[src/rtl/npu_cube_add_acc_if.sv]
// Beat/result bundle for npu_cube_add_acc: carry-save input beat plus accumulated result handshake.
interface npu_cube_add_acc_if #(
  parameter int unsigned DWB = 8,
  parameter int unsigned DWS = 21
);
  logic [DWB+3:0] l4_linecay0;
  logic [DWB+5:0] l4_linesum0;
  logic [DWB+1:0] l4_linecay1;
  logic [DWB+3:0] l4_linesum1;
  logic [DWB+1:0] l4_linecay2;
  logic [DWB+3:0] l4_linesum2;
  logic [DWB+1:0] l4_linecay3;
  logic [DWB+3:0] l4_linesum3;
  logic           in_valid;
  logic           in_last;
  logic           in_ready;
  logic           out_valid;
  logic           out_ready;
  logic [DWS-1:0] out_data;
  logic [7:0]     out_cnt;
  logic           out_ovf;

  modport master (
    output l4_linecay0, l4_linesum0, l4_linecay1, l4_linesum1,
    output l4_linecay2, l4_linesum2, l4_linecay3, l4_linesum3,
    output in_valid, in_last, out_ready,
    input  in_ready, out_valid, out_data, out_cnt, out_ovf
  );

  modport slave (
    input  l4_linecay0, l4_linesum0, l4_linecay1, l4_linesum1,
    input  l4_linecay2, l4_linesum2, l4_linecay3, l4_linesum3,
    input  in_valid, in_last, out_ready,
    output in_ready, out_valid, out_data, out_cnt, out_ovf
  );
endinterface

[src/rtl/npu_cube_add_acc.sv]
// Two-stage carry-save resolve + group accumulator with output hold.
// Optional macro NPU_CUBE_ACC_SAT_EN: clamp accumulator on overflow instead of wrapping.
module npu_cube_add_acc #(
  parameter int unsigned DWB       = 8,
  parameter int unsigned DWPRODUCT = 19,
  parameter int unsigned DWS       = 21
) (
  input logic               clk,
  input logic               rst_n,
  npu_cube_add_acc_if.slave bus
);

  typedef enum logic [1:0] {StIdle, StAcc, StHold} state_e;

  state_e               state_q, state_d;
  logic [DWS-1:0]       acc_q, acc_d;
  logic [7:0]           cnt_q, cnt_d;
  logic                 ovf_q, ovf_d;
  logic                 s1_valid_q, s1_valid_d;
  logic                 s1_last_q, s1_last_d;
  logic [DWPRODUCT-1:0] s1_p_q, s1_p_d;
  logic [DWPRODUCT-1:0] p_comb;
  logic [DWS:0]         add_sum;
  logic                 in_ready;
  logic                 in_fire;
  logic                 hold;
  logic                 do_start;
  logic                 do_add;
  logic                 s1_take;

  // Operands are truncated before summing; identical modulo 2^DWPRODUCT to a wide sum.
  always_comb begin
    p_comb = DWPRODUCT'(bus.l4_linesum0)
           + (DWPRODUCT'(bus.l4_linecay0) << 1)
           + (DWPRODUCT'(bus.l4_linesum1) << 2)
           + (DWPRODUCT'(bus.l4_linecay1) << 3)
           + (DWPRODUCT'(bus.l4_linesum2) << 4)
           + (DWPRODUCT'(bus.l4_linecay2) << 5)
           + (DWPRODUCT'(bus.l4_linesum3) << 6)
           + (DWPRODUCT'(bus.l4_linecay3) << 7);
  end

  assign hold     = (state_q == StHold);
  assign in_ready = !s1_valid_q || !hold || bus.out_ready;
  assign in_fire  = bus.in_valid && in_ready;

  always_comb begin
    s1_valid_d = s1_valid_q;
    s1_last_d  = s1_last_q;
    s1_p_d     = s1_p_q;
    if (in_fire) begin
      s1_valid_d = 1'b1;
      s1_last_d  = bus.in_last;
      s1_p_d     = p_comb;
    end else if (s1_take) begin
      s1_valid_d = 1'b0;
    end
  end

  always_comb begin
    state_d  = state_q;
    acc_d    = acc_q;
    cnt_d    = cnt_q;
    ovf_d    = ovf_q;
    do_start = 1'b0;
    do_add   = 1'b0;
    add_sum  = {1'b0, acc_q} + (DWS+1)'(s1_p_q);

    unique case (state_q)
      StIdle: do_start = s1_valid_q;
      StAcc:  do_add   = s1_valid_q;
      StHold: begin
        // Handoff and the next group's first beat share one cycle: no bubble.
        if (bus.out_ready) begin
          state_d  = StIdle;
          ovf_d    = 1'b0;
          do_start = s1_valid_q;
        end
      end
      default: state_d = StIdle;
    endcase

    if (do_start) begin
      acc_d = DWS'(s1_p_q);
      cnt_d = 8'd1;
      ovf_d = 1'b0;
    end

    if (do_add) begin
      ovf_d = ovf_q | add_sum[DWS];
      cnt_d = (cnt_q == 8'd255) ? cnt_q : cnt_q + 8'd1;
`ifdef NPU_CUBE_ACC_SAT_EN
      acc_d = add_sum[DWS] ? {DWS{1'b1}} : add_sum[DWS-1:0];
`else
      acc_d = add_sum[DWS-1:0];
`endif
    end

    if (do_start || do_add) begin
      state_d = s1_last_q ? StHold : StAcc;
    end
  end

  assign s1_take = do_start || do_add;

  always_ff @(posedge clk) begin
    if (!rst_n) begin
      state_q    <= StIdle;
      acc_q      <= '0;
      cnt_q      <= '0;
      ovf_q      <= 1'b0;
      s1_valid_q <= 1'b0;
      s1_last_q  <= 1'b0;
      s1_p_q     <= '0;
    end else begin
      state_q    <= state_d;
      acc_q      <= acc_d;
      cnt_q      <= cnt_d;
      ovf_q      <= ovf_d;
      s1_valid_q <= s1_valid_d;
      s1_last_q  <= s1_last_d;
      s1_p_q     <= s1_p_d;
    end
  end

  assign bus.in_ready  = in_ready;
  assign bus.out_valid = hold;
  assign bus.out_data  = hold ? acc_q : '0;
  assign bus.out_cnt   = hold ? cnt_q : '0;
  assign bus.out_ovf   = hold ? ovf_q : 1'b0;

endmodule
[src/flat_wrapper.sv]
// flat-port wrapper written by rule: the top's interface ports become plain ports
module npu_cube_add_acc_flat 
#(
  parameter int unsigned DWB       = 8,
  parameter int unsigned DWPRODUCT = 19,
  parameter int unsigned DWS       = 21
)
  (clk, rst_n, bus_l4_linecay0, bus_l4_linesum0, bus_l4_linecay1, bus_l4_linesum1, bus_l4_linecay2, bus_l4_linesum2, bus_l4_linecay3, bus_l4_linesum3, bus_in_valid, bus_in_last, bus_out_ready, bus_in_ready, bus_out_valid, bus_out_data, bus_out_cnt, bus_out_ovf);
  npu_cube_add_acc_if #(.DWB(DWB), .DWS(DWS)) bus_i ();
  input logic clk;
  input logic rst_n;
  input wire logic [$bits(bus_i.l4_linecay0)-1:0] bus_l4_linecay0;
  input wire logic [$bits(bus_i.l4_linesum0)-1:0] bus_l4_linesum0;
  input wire logic [$bits(bus_i.l4_linecay1)-1:0] bus_l4_linecay1;
  input wire logic [$bits(bus_i.l4_linesum1)-1:0] bus_l4_linesum1;
  input wire logic [$bits(bus_i.l4_linecay2)-1:0] bus_l4_linecay2;
  input wire logic [$bits(bus_i.l4_linesum2)-1:0] bus_l4_linesum2;
  input wire logic [$bits(bus_i.l4_linecay3)-1:0] bus_l4_linecay3;
  input wire logic [$bits(bus_i.l4_linesum3)-1:0] bus_l4_linesum3;
  input wire logic [$bits(bus_i.in_valid)-1:0] bus_in_valid;
  input wire logic [$bits(bus_i.in_last)-1:0] bus_in_last;
  input wire logic [$bits(bus_i.out_ready)-1:0] bus_out_ready;
  output wire logic [$bits(bus_i.in_ready)-1:0] bus_in_ready;
  output wire logic [$bits(bus_i.out_valid)-1:0] bus_out_valid;
  output wire logic [$bits(bus_i.out_data)-1:0] bus_out_data;
  output wire logic [$bits(bus_i.out_cnt)-1:0] bus_out_cnt;
  output wire logic [$bits(bus_i.out_ovf)-1:0] bus_out_ovf;
  assign bus_i.l4_linecay0 = bus_l4_linecay0;
  assign bus_i.l4_linesum0 = bus_l4_linesum0;
  assign bus_i.l4_linecay1 = bus_l4_linecay1;
  assign bus_i.l4_linesum1 = bus_l4_linesum1;
  assign bus_i.l4_linecay2 = bus_l4_linecay2;
  assign bus_i.l4_linesum2 = bus_l4_linesum2;
  assign bus_i.l4_linecay3 = bus_l4_linecay3;
  assign bus_i.l4_linesum3 = bus_l4_linesum3;
  assign bus_i.in_valid = bus_in_valid;
  assign bus_i.in_last = bus_in_last;
  assign bus_i.out_ready = bus_out_ready;
  assign bus_in_ready = bus_i.in_ready;
  assign bus_out_valid = bus_i.out_valid;
  assign bus_out_data = bus_i.out_data;
  assign bus_out_cnt = bus_i.out_cnt;
  assign bus_out_ovf = bus_i.out_ovf;
  npu_cube_add_acc #(.DWB(DWB), .DWPRODUCT(DWPRODUCT), .DWS(DWS)) u_core (.clk(clk), .rst_n(rst_n), .bus(bus_i));
endmodule
[config.mk]
export PLATFORM = sky130hd
export DESIGN_NAME = npu_cube_add_acc_flat
export DESIGN_NICKNAME = d
export VERILOG_FILES = /design/src/rtl/npu_cube_add_acc_if.sv /design/src/rtl/npu_cube_add_acc.sv /design/src/flat_wrapper.sv
export SDC_FILE = /design/constraint.sdc
export NUM_CORES = 1
export LEC_CHECK = 0
export ABC_AREA = 1
export CAP_MARGIN = 25
export CORE_MARGIN = 1.5
export CORE_UTILIZATION = 35
export CTS_CLUSTER_DIAMETER = 100
export DETAILED_ROUTE_END_ITERATION = 10
export PLACE_DENSITY = 0.62
export RECOVER_POWER = 100
export SLEW_MARGIN = 15
export SYNTH_ARGS = -nofsm -noshare
export SYNTH_HDL_FRONTEND = slang
export SYNTH_SLANG_ARGS = --single-unit
[constraint.sdc]
create_clock -name clk -period 14.6 [get_ports clk]
set_input_delay 2.19 -clock clk [delete_from_list [all_inputs] [get_ports clk]]
set_output_delay 2.19 -clock clk [all_outputs]
set_load 0.01 [all_outputs]
==> results of run 1 <==
-- metrics by stage --
stage	std cells	utilization, %	hold slack (ps)	setup slack (ps)
final	1236	45.4	467	7020
after global routing	1236	45.4	496	6630
after CTS	1235	45.4	470	7140
after detailed placement	1227	44.4	459	6850
after global placement	1227	44.4	449	6920
after floorplan	889	-	434	7730
-- layer usage --
metal  vias to the layer above  wire (um)  GRT usage [%]  share of wire [%]
li1                       3045          -              -                  -
met1                      2589       6930           21.1                 46
met2                       130       7270           31.4                 48
met3                        11        784           2.81                5.2
met4                         0        150           3.29               0.99
met5                         -          0              0                  0
-- sequential cells by signal, summed over array words and instances, names as in the netlist --
| register | flops |
|---|---|
| u_core.s1_last_q | 1 |
| u_core.s1_p_q | 19 |
| u_core.cnt_q | 8 |
| u_core.s1_valid_q | 1 |
| u_core.ovf_q | 1 |
| u_core.acc_q | 21 |
| u_core.state_q | 2 |
-- worst register-to-register path: stages (launching register included) --
cell	delay, ps
sky130_fd_sc_hd__dfxtp_1	400
sky130_fd_sc_hd__inv_1	90
sky130_fd_sc_hd__nor2_1	130
sky130_fd_sc_hd__inv_1	70
sky130_fd_sc_hd__nand3_1	510
sky130_fd_sc_hd__nand2_1	620
sky130_fd_sc_hd__o21ai_0	420
sky130_fd_sc_hd__clkinvlp_2	340
sky130_fd_sc_hd__nand3_1	210
sky130_fd_sc_hd__xor2_1	160
sky130_fd_sc_hd__nor2_1	50
-- power by group through the flow --
stage	clock network [mW]	logic [mW]	registers, mW
after floorplan	0	0.629	0.186
after global placement	0	0.804	0.195
after detailed placement	0	0.808	0.195
after CTS	0.134	0.814	0.192
after global routing	0.138	0.930	0.195
final	0.130	0.808	0.193
-- how the worst min path moves through the flow --
stage,start,to,slack [ps],cells past startpoint
after floorplan,u_core.ovf_q,u_core.ovf_q,430,2
after global placement,u_core.ovf_q,u_core.ovf_q,450,2
after detailed placement,u_core.ovf_q,u_core.ovf_q,460,2
after CTS,u_core.ovf_q,u_core.ovf_q,470,2
after global routing,u_core.ovf_q,u_core.ovf_q,500,2
final,u_core.ovf_q,u_core.ovf_q,470,2
-- final cells by class --
| cell class | instances | area, um^2 | area share [%] |
|---|---|---|---|
| multi-input combinational | 636 | 4280 | 54.9 |
| timing repair buffer | 132 | 1330 | 17.0 |
| tap | 225 | 282 | 3.61 |
| clock inverter | 1 | 8.76 | 0.112 |
| sequential | 53 | 1060 | 13.6 |
| clock buffer | 7 | 153 | 1.96 |
| inverter | 182 | 687 | 8.81 |
-- kinds of logic (layout without fill, tap and decap cells) --
| logic type | after synthesis | after routing | synth area share, % |
|---|---|---|---|
| AND/OR/NAND/NOR | 339 | 339 | 22.8 |
| buffers and inverters | 200 | 322 | 12.4 |
| AO/OA/AOI/OAI | 156 | 156 | 13.9 |
| adder cells (fa/ha/maj) | 113 | 113 | 29.5 |
| flip-flops | 53 | 53 | 17.3 |
| XOR/XNOR | 28 | 28 | 4.01 |
-- cells in the mapped netlist --
cell type	instances	share of area (%)
sky130_fd_sc_hd__fa_1	52	17
sky130_fd_sc_hd__ha_1	61	12
sky130_fd_sc_hd__nor4_1	1	0.10
sky130_fd_sc_hd__buf_4	1	0.12
sky130_fd_sc_hd__buf_2	2	0.16
sky130_fd_sc_hd__nand3_2	1	0.16
sky130_fd_sc_hd__inv_2	2	0.12
sky130_fd_sc_hd__o21bai_1	2	0.25
sky130_fd_sc_hd__nand2_1	170	10
sky130_fd_sc_hd__dfxtp_1	53	17
sky130_fd_sc_hd__o21a_1	5	0.61
sky130_fd_sc_hd__xnor2_1	9	1.3
sky130_fd_sc_hd__a21o_1	2	0.25
sky130_fd_sc_hd__o21ai_0	56	4.6
sky130_fd_sc_hd__o21ai_2	1	0.14
sky130_fd_sc_hd__a21boi_0	1	0.12
sky130_fd_sc_hd__nand3b_1	1	0.12
sky130_fd_sc_hd__nand4_1	5	0.51
sky130_fd_sc_hd__nor3_1	5	0.41
sky130_fd_sc_hd__o211ai_1	7	0.86
sky130_fd_sc_hd__nor2_1	100	6.1
sky130_fd_sc_hd__inv_4	2	0.20
sky130_fd_sc_hd__nand2_4	1	0.18
sky130_fd_sc_hd__nand3_1	50	4.1
sky130_fd_sc_hd__clkbuf_1	14	0.86
sky130_fd_sc_hd__and2_1	1	0.10
sky130_fd_sc_hd__a221oi_1	2	0.29
sky130_fd_sc_hd__o221ai_1	1	0.14
sky130_fd_sc_hd__a31o_2	1	0.14
sky130_fd_sc_hd__or2_2	2	0.20
sky130_fd_sc_hd__o41ai_1	1	0.14
sky130_fd_sc_hd__xor2_1	19	2.7
sky130_fd_sc_hd__a211oi_1	2	0.25
sky130_fd_sc_hd__a21oi_1	74	6.1
sky130_fd_sc_hd__buf_1	1	0.061
sky130_fd_sc_hd__a31oi_1	1	0.10
sky130_fd_sc_hd__nor3_4	1	0.27
sky130_fd_sc_hd__and3_1	1	0.10
sky130_fd_sc_hd__inv_1	178	11
==> impl_table.tex, run 1 <==
\begin{tabular}{lr}
\hline
Metric & Value \\
\hline
\multicolumn{2}{l}{\textbf{Placement}} \\
\quad Number of buffer cells added on primary ports & 128 \\
\quad Instance area at placement & 7630 um\^{}2 \\
\quad Placed wire-length estimate & 12700 um \\
\quad Placer congestion estimate & 0.912 \\
\multicolumn{2}{l}{\textbf{Worst setup path}} \\
\quad Crit start category & input pin \\
\quad Register-to-register setup slack & 11500 ps \\
\quad Number of cell instances on the worst register-to-register path & 10 \\
\quad Maximum single-stage delay on the critical path & 540 ps \\
\quad End point of the critical path & u\_core.s1\_p\_q[12] \\
\quad Buffers and inverters on the worst path & 5 \\
\quad Library cell appearing most often on the critical path & sky130\_fd\_sc\_hd\_\_fa\_1 \\
\quad Worst setup path startpoint & bus\_l4\_linesum0[1] \\
\quad Worst EP required & 14790 ps \\
\quad Number of cells on the critical path & 24 \\
\quad Crit Path Class & in -> reg \\
\quad Sequence of cells on the critical path & dlygate4sd3\_1, ha\_1, fa\_1, nand3\_1, nand2\_1, a21oi\_1, o21ai\_0, a21oi\_1, xor2\_1, inv\_1, fa\_1, inv\_1, fa\_1, fa\_1, fa\_1, inv\_1, ha\_1, a21oi\_1, o21ai\_0, nor2\_1, xor2\_1, nand2\_1, o211ai\_1, inv\_1 \\
\quad Maximum fanout along the worst path & 4 \\
\quad Worst reg2reg path startpoint & u\_core.state\_q[1] \\
\quad Critical-path cell with the highest stage delay & sky130\_fd\_sc\_hd\_\_dlygate4sd3\_1 \\
\quad Critical R2R Capture & u\_core.cnt\_q[5] \\
\quad Worst Path Arrival & 7770 ps \\
\quad Critical Path End Type & flop \\
\quad Largest delay contributor family on the critical path & adder cells \\
\multicolumn{2}{l}{\textbf{GRT}} \\
\quad Largest net degree at the start of global routing & 31 \\
\quad Vias in the first global route & 5672 \\
\quad First-pass GRT wire length & 25600 um \\
\quad Overflow after GRT & 0 \\
\quad Gr usage total & 17.1\% \\
\quad Antenna violations before repair & 0 \\
\multicolumn{2}{l}{\textbf{Timing}} \\
\quad Maximum frequency from static timing analysis & 0.132 GHz \\
\quad Count of final max-slew check failures & 0 \\
\quad Worst-margin pin slew & 861 ps \\
\quad Max Clock Skew & 4.66 ps \\
\quad Number of setup violations in the final report & 0 \\
\quad Slew HR & 42.6\% \\
\quad Hold Violations, Final & 0 \\
\quad Time the worst path needs with I/O delays and setup & 7580 ps \\
\quad Share of the clock period used by the worst path after layout & 51.9\% \\
\quad RSZ-0062 raised after global routing & no \\
\quad Setup total negative slack & 0 ps \\
\multicolumn{2}{l}{\textbf{Finish}} \\
\quad Fin nets & 1220 \\
\quad Leading cell types in the layout, fill and taps excluded & sky130\_fd\_sc\_hd\_\_inv\_1 (178), sky130\_fd\_sc\_hd\_\_nand2\_1 (171), sky130\_fd\_sc\_hd\_\_nor2\_1 (100), sky130\_fd\_sc\_hd\_\_clkdlybuf4s50\_1 (93), sky130\_fd\_sc\_hd\_\_a21oi\_1 (74) \\
\quad Final cell area excluding filler cells & 7800 um\^{}2 \\
\quad Fraction of layout cells with a size suffix above 1 & 1.88\% \\
\quad Most common cell after layout, fill and taps aside & sky130\_fd\_sc\_hd\_\_inv\_1 \\
\quad Antenna diode instance count & 0 \\
\quad Fillers & 1824 \\
\quad Area growth syn-to-layout & 27.4\% \\
\multicolumn{2}{l}{\textbf{Clock tree}} \\
\quad Reg clk slew, reported paths & 70 ps \\
\quad Number of gates given a new drive strength after cts & 0 \\
\quad CTS sink count & 53 \\
\quad Max Buffers Root-to-Sink & 2 \\
\quad Latest clock arrival within the worst-skew pair & 300 ps \\
\quad TritonCTS clock tree & yes \\
\quad Number of clock buffers inserted by TritonCTS & 5 \\
\quad Post CTS Setup Buffer Count & 0 \\
\quad Cts-stage hold buffer count & 0 \\
\quad Clk Tree Root Cell & sky130\_fd\_sc\_hd\_\_clkbuf\_16 \\
\quad Max H-tree Level & 2 \\
\multicolumn{2}{l}{\textbf{Drt}} \\
\quad Post-route antenna net violation count & 0 \\
\quad Post-detailed-route wirelength per cell & 12.2 um \\
\quad DRC Markers & 0 \\
\quad Detailed Route WL & 15100 um \\
\quad First-pass detailed-route iteration total & 4 \\
\quad Starting DRC count in detailed routing & 200 \\
\quad Vias per cell & 4.67 \\
\quad Number of vias after detailed routing & 5775 \\
\multicolumn{2}{l}{\textbf{Pwr}} \\
\quad Switching component of the power & 0.555 mW \\
\quad Switching part of the total & 49.1\% \\
\quad Relative contribution of sequential cells to total power & 17.0\% \\
\quad Clock group share of total power & 11.5\% \\
\quad Tot Pwr & 1.13 mW \\
\quad Worst voltage drop across the vdd grid & 0.0000966 V \\
\quad Relative contribution of combinational cells to total power & 71.5\% \\
\quad Power density over the cells & 145 nW/um\^{}2 \\
\quad Static leakage power & 3.74 nW \\
\quad Power Internal & 0.575 mW \\
\multicolumn{2}{l}{\textbf{Run status}} \\
\quad Run status & completed \\
\multicolumn{2}{l}{\textbf{Synthesis}} \\
\quad Gate Count Post-Synth & 889 \\
\quad Total of flip-flops plus latches after synthesis & 53 \\
\quad Sequential share of the synthesized area & 17.3\% \\
\quad Combined area of all synthesized cells & 6120 um\^{}2 \\
\quad Mean area per synthesized cell & 6.89 um\^{}2 \\
\quad Synthesis Warnings & 0 \\
\quad Count of distinct cell types in the synthesized netlist & 39 \\
\quad Synthesized Nets & 1099 \\
\multicolumn{2}{l}{\textbf{Min path}} \\
\quad Worst hold path class & reg -> reg \\
\multicolumn{2}{l}{\textbf{Job}} \\
\quad Max Cap Violations & 0 \\
\multicolumn{2}{l}{\textbf{Floorplanning}} \\
\quad Chip height & 135 um \\
\quad Total core area & 17200 um\^{}2 \\
\quad Die ar. & 18300 um\^{}2 \\
\quad Initial cell density of the core & 35.6\% \\
\quad X dimension of the die & 135 um \\
\quad Cell Rows & 48 \\
\quad Number of top-level pins & 129 \\
\hline
\end{tabular}
Power figures use the tool's default switching activity.
==> run 2: changes to the inputs <==
clock period = 7 ns   (was 14.6 ns; I/O delays follow)
==> impl_table.tex, run 2 (same netlist as run 1, synthesis figures left out) <==
\begin{tabular}{lr}
\hline
Metric & Value \\
\hline
\multicolumn{2}{l}{\textbf{Run status}} \\
\quad Run status & completed \\
\multicolumn{2}{l}{\textbf{Finish}} \\
\quad Antenna diode instance count & 0 (unchanged) \\
\quad Biggest regs & u\_core.acc\_q (21), u\_core.s1\_p\_q (19), u\_core.cnt\_q (8) \\
\quad Fin util & 45.3\% (-0.16 points) \\
\quad Area growth syn-to-layout & 27.0\% \\
\quad Fin nets & 1219 (-0.082\%) \\
\quad Fraction of layout cells with a size suffix above 1 & 1.78\% (-0.097 points) \\
\quad Leading cell types in the layout, fill and taps excluded & sky130\_fd\_sc\_hd\_\_inv\_1 (178), sky130\_fd\_sc\_hd\_\_nand2\_1 (171), sky130\_fd\_sc\_hd\_\_nor2\_1 (100), sky130\_fd\_sc\_hd\_\_clkdlybuf4s50\_1 (93), sky130\_fd\_sc\_hd\_\_a21oi\_1 (74) \\
\quad Most common cell after layout, fill and taps aside & sky130\_fd\_sc\_hd\_\_inv\_1 \\
\quad Max FFs per register & 21 (unchanged) \\
\quad Most flop-heavy register & u\_core.acc\_q \\
\multicolumn{2}{l}{\textbf{Worst setup path}} \\
\quad Crit Path Class & in -> reg \\
\quad Register-to-register setup slack & 3950 ps (-7550 ps) \\
\quad Largest delay contributor family on the critical path & adder cells \\
\quad Crit start category & input pin \\
\quad Critical-path cell with the highest stage delay & sky130\_fd\_sc\_hd\_\_dlygate4sd3\_1 \\
\quad Critical R2R Capture & u\_core.cnt\_q[5] \\
\quad Sequence of cells on the critical path & dlygate4sd3\_1, ha\_1, fa\_1, nand3\_1, nand2\_1, a21oi\_1, o21ai\_0, a21oi\_1, xor2\_1, inv\_1, fa\_1, inv\_1, fa\_1, fa\_1, fa\_1, inv\_1, ha\_1, a21oi\_1, o21ai\_0, nor2\_1, xor2\_1, nand2\_1, o211ai\_1, inv\_1 \\
\quad Worst reg2reg path startpoint & u\_core.state\_q[1] \\
\quad Buffers and inverters on the worst path & 5 (unchanged) \\
\quad Worst Path Arrival & 6630 ps (-1140 ps) \\
\quad Critical Path End Type & flop \\
\quad Maximum single-stage delay on the critical path & 540 ps (about the same) \\
\quad Maximum fanout along the worst path & 4 (unchanged) \\
\quad Worst EP required & 7190 ps (-7600 ps) \\
\quad Number of cell instances on the worst register-to-register path & 10 (unchanged) \\
\quad Library cell appearing most often on the critical path & sky130\_fd\_sc\_hd\_\_fa\_1 \\
\multicolumn{2}{l}{\textbf{GRT}} \\
\quad Gr usage total & 17.2\% (+0.049 points) \\
\quad Overflow after GRT & 0 (unchanged) \\
\quad Antenna violations before repair & 0 (unchanged) \\
\quad Vias in the first global route & 5627 (-0.79\%) \\
\quad Largest net degree at the start of global routing & 31 (unchanged) \\
\quad First-pass GRT wire length & 25700 um (+0.35\%) \\
\multicolumn{2}{l}{\textbf{Clock tree}} \\
\quad Clk Tree Root Cell & sky130\_fd\_sc\_hd\_\_clkbuf\_16 \\
\quad Max Buffers Root-to-Sink & 2 (unchanged) \\
\quad Latest clock arrival within the worst-skew pair & 300 ps (about the same) \\
\quad Post CTS Setup Buffer Count & 0 (unchanged) \\
\quad CTS sink count & 53 (unchanged) \\
\quad TritonCTS clock tree & yes \\
\quad Reg clk slew, reported paths & 70 ps (about the same) \\
\quad Max H-tree Level & 2 (unchanged) \\
\quad Number of clock buffers inserted by TritonCTS & 5 (unchanged) \\
\quad Number of gates given a new drive strength after cts & 0 (unchanged) \\
\quad Cts-stage hold buffer count & 0 (unchanged) \\
\multicolumn{2}{l}{\textbf{Timing}} \\
\quad Number of setup violations in the final report & 0 (unchanged) \\
\quad Count of final max-slew check failures & 0 (unchanged) \\
\quad Time the worst path needs with I/O delays and setup & 6440 ps \\
\quad Hold Violations, Final & 0 (unchanged) \\
\quad RSZ-0062 raised after global routing & no \\
\quad Worst-margin pin slew & 910 ps (+49.0 ps) \\
\quad Share of the clock period used by the worst path after layout & 91.9\% \\
\quad Setup total negative slack & 0 ps (unchanged) \\
\quad Maximum frequency from static timing analysis & 0.155 GHz \\
\quad Max Clock Skew & 4.73 ps (+0.0687 ps) \\
\quad Slew HR & 39.3\% (-3.3 points) \\
\multicolumn{2}{l}{\textbf{Floorplanning}} \\
\quad Initial cell density of the core & 35.6\% (unchanged) \\
\quad Die ar. & 18300 um\^{}2 (unchanged) \\
\quad Chip height & 135 um (unchanged) \\
\quad Number of top-level pins & 129 (unchanged) \\
\quad Total core area & 17200 um\^{}2 (unchanged) \\
\quad X dimension of the die & 135 um (unchanged) \\
\quad Cell Rows & 48 (unchanged) \\
\multicolumn{2}{l}{\textbf{Drt}} \\
\quad Starting DRC count in detailed routing & 263 (+32\%) \\
\quad DRC Markers & 0 (unchanged) \\
\quad Post-route antenna net violation count & 0 (unchanged) \\
\quad Number of vias after detailed routing & 5782 (+0.12\%) \\
\quad Post-detailed-route wirelength per cell & 12.3 um (+0.33\%) \\
\quad Detailed Route WL & 15200 um (+0.25\%) \\
\quad First-pass detailed-route iteration total & 5 (+1) \\
\quad Vias per cell & 4.68 (+0.20\%) \\
\multicolumn{2}{l}{\textbf{Pwr}} \\
\quad Switching component of the power & 1.16 mW (+110\%) \\
\quad Static leakage power & 3.73 nW (-0.37\%) \\
\quad Clock group share of total power & 11.6\% (about the same) \\
\quad Worst voltage drop across the vdd grid & 0.000204 V (+110\%) \\
\quad Switching part of the total & 49.2\% (+0.12 points) \\
\quad Power Internal & 1.20 mW (+110\%) \\
\quad Relative contribution of sequential cells to total power & 17.0\% (about the same) \\
\quad Relative contribution of combinational cells to total power & 71.4\% (about the same) \\
\quad Power density over the cells & 304 nW/um\^{}2 (+110\%) \\
\multicolumn{2}{l}{\textbf{Min path}} \\
\quad End point of the worst hold path & u\_core.ovf\_q \\
\quad Launch instance of the worst min-delay path & u\_core.ovf\_q \\
\quad Worst Hold Depth & 2 (unchanged) \\
\quad Worst hold path class & reg -> reg \\
\multicolumn{2}{l}{\textbf{Placement}} \\
\quad Number of buffer cells added on primary ports & 128 (unchanged) \\
\quad Placed wire-length estimate & 12600 um (-0.18\%) \\
\quad Placer congestion estimate & 0.915 (+0.29\%) \\
\multicolumn{2}{l}{\textbf{Job}} \\
\quad Max Cap Violations & 0 (unchanged) \\
\hline
\end{tabular}
==> run 2: worst max path at each step <==
stage	from	endpoint	slack, ps	cells after the start
6_report	bus_l4_linesum0[1]	u_core.s1_p_q[12]	560	24
5_1_grt	bus_l4_linesum0[1]	u_core.s1_p_q[18]	200	25
4_1_cts	bus_l4_linesum0[1]	u_core.s1_p_q[12]	700	24
3_5_place_dp	bus_l4_linesum0[1]	u_core.s1_p_q[12]	400	24
3_3_place_gp	bus_l4_linesum0[1]	u_core.s1_p_q[12]	460	24
2_1_floorplan	bus_l4_linesum0[1]	u_core.s1_p_q[12]	1270	23
==> run 2: through the flow <==
step	instances	hold slack [ps]	power (mW)	worst slack [ps]	cell area, um^2
4_1_cts	1235	469	2.38	696	7790
6_report	1235	468	2.36	565	7770
2_1_floorplan	889	434	1.70	1270	6120
5_1_grt	1235	498	2.63	198	7770
3_5_place_dp	1227	458	2.09	399	7630
3_3_place_gp	1227	449	2.08	461	7630
==> run 2: power by group through the flow <==
stage	Combinational, mW	Clock, mW	Sequential [mW]
6_report	1.69	0.273	0.401
5_1_grt	1.94	0.288	0.407
4_1_cts	1.70	0.278	0.400
3_5_place_dp	1.69	0	0.406
3_3_place_gp	1.68	0	0.406
2_1_floorplan	1.31	0	0.388
==> run 2: area by class of cell <==
| class | instances | area, um^2 |
|---|---|---|
| repair buffers | 131 | 1300 |
| flip-flops and latches | 53 | 1060 |
| clock inverters | 1 | 8.76 |
| multi-input cells | 636 | 4280 |
| fillers | 1824 | 9400 |
| well taps | 225 | 282 |
| inverters | 182 | 687 |
| clock buffers | 7 | 153 |
==> run 2: worst register-to-register path: cells and delay by family, from the launching register on <==
family | cells | cell delay (ps)
flip-flops | 1 | 410
AND/OR/NAND/NOR | 5 | 1450
buffers and inverters | 3 | 510
XOR/XNOR | 1 | 160
AO/OA/AOI/OAI | 1 | 410
==> run 2: layer usage <==
layer	GRT usage (%)	share of wire, %	up-vias
met3	2.47	4.2	10
met4	3.35	1.1	0
met1	21.8	47	2604
met2	31.0	48	129
li1	-	-	3039
met5	0	0	-
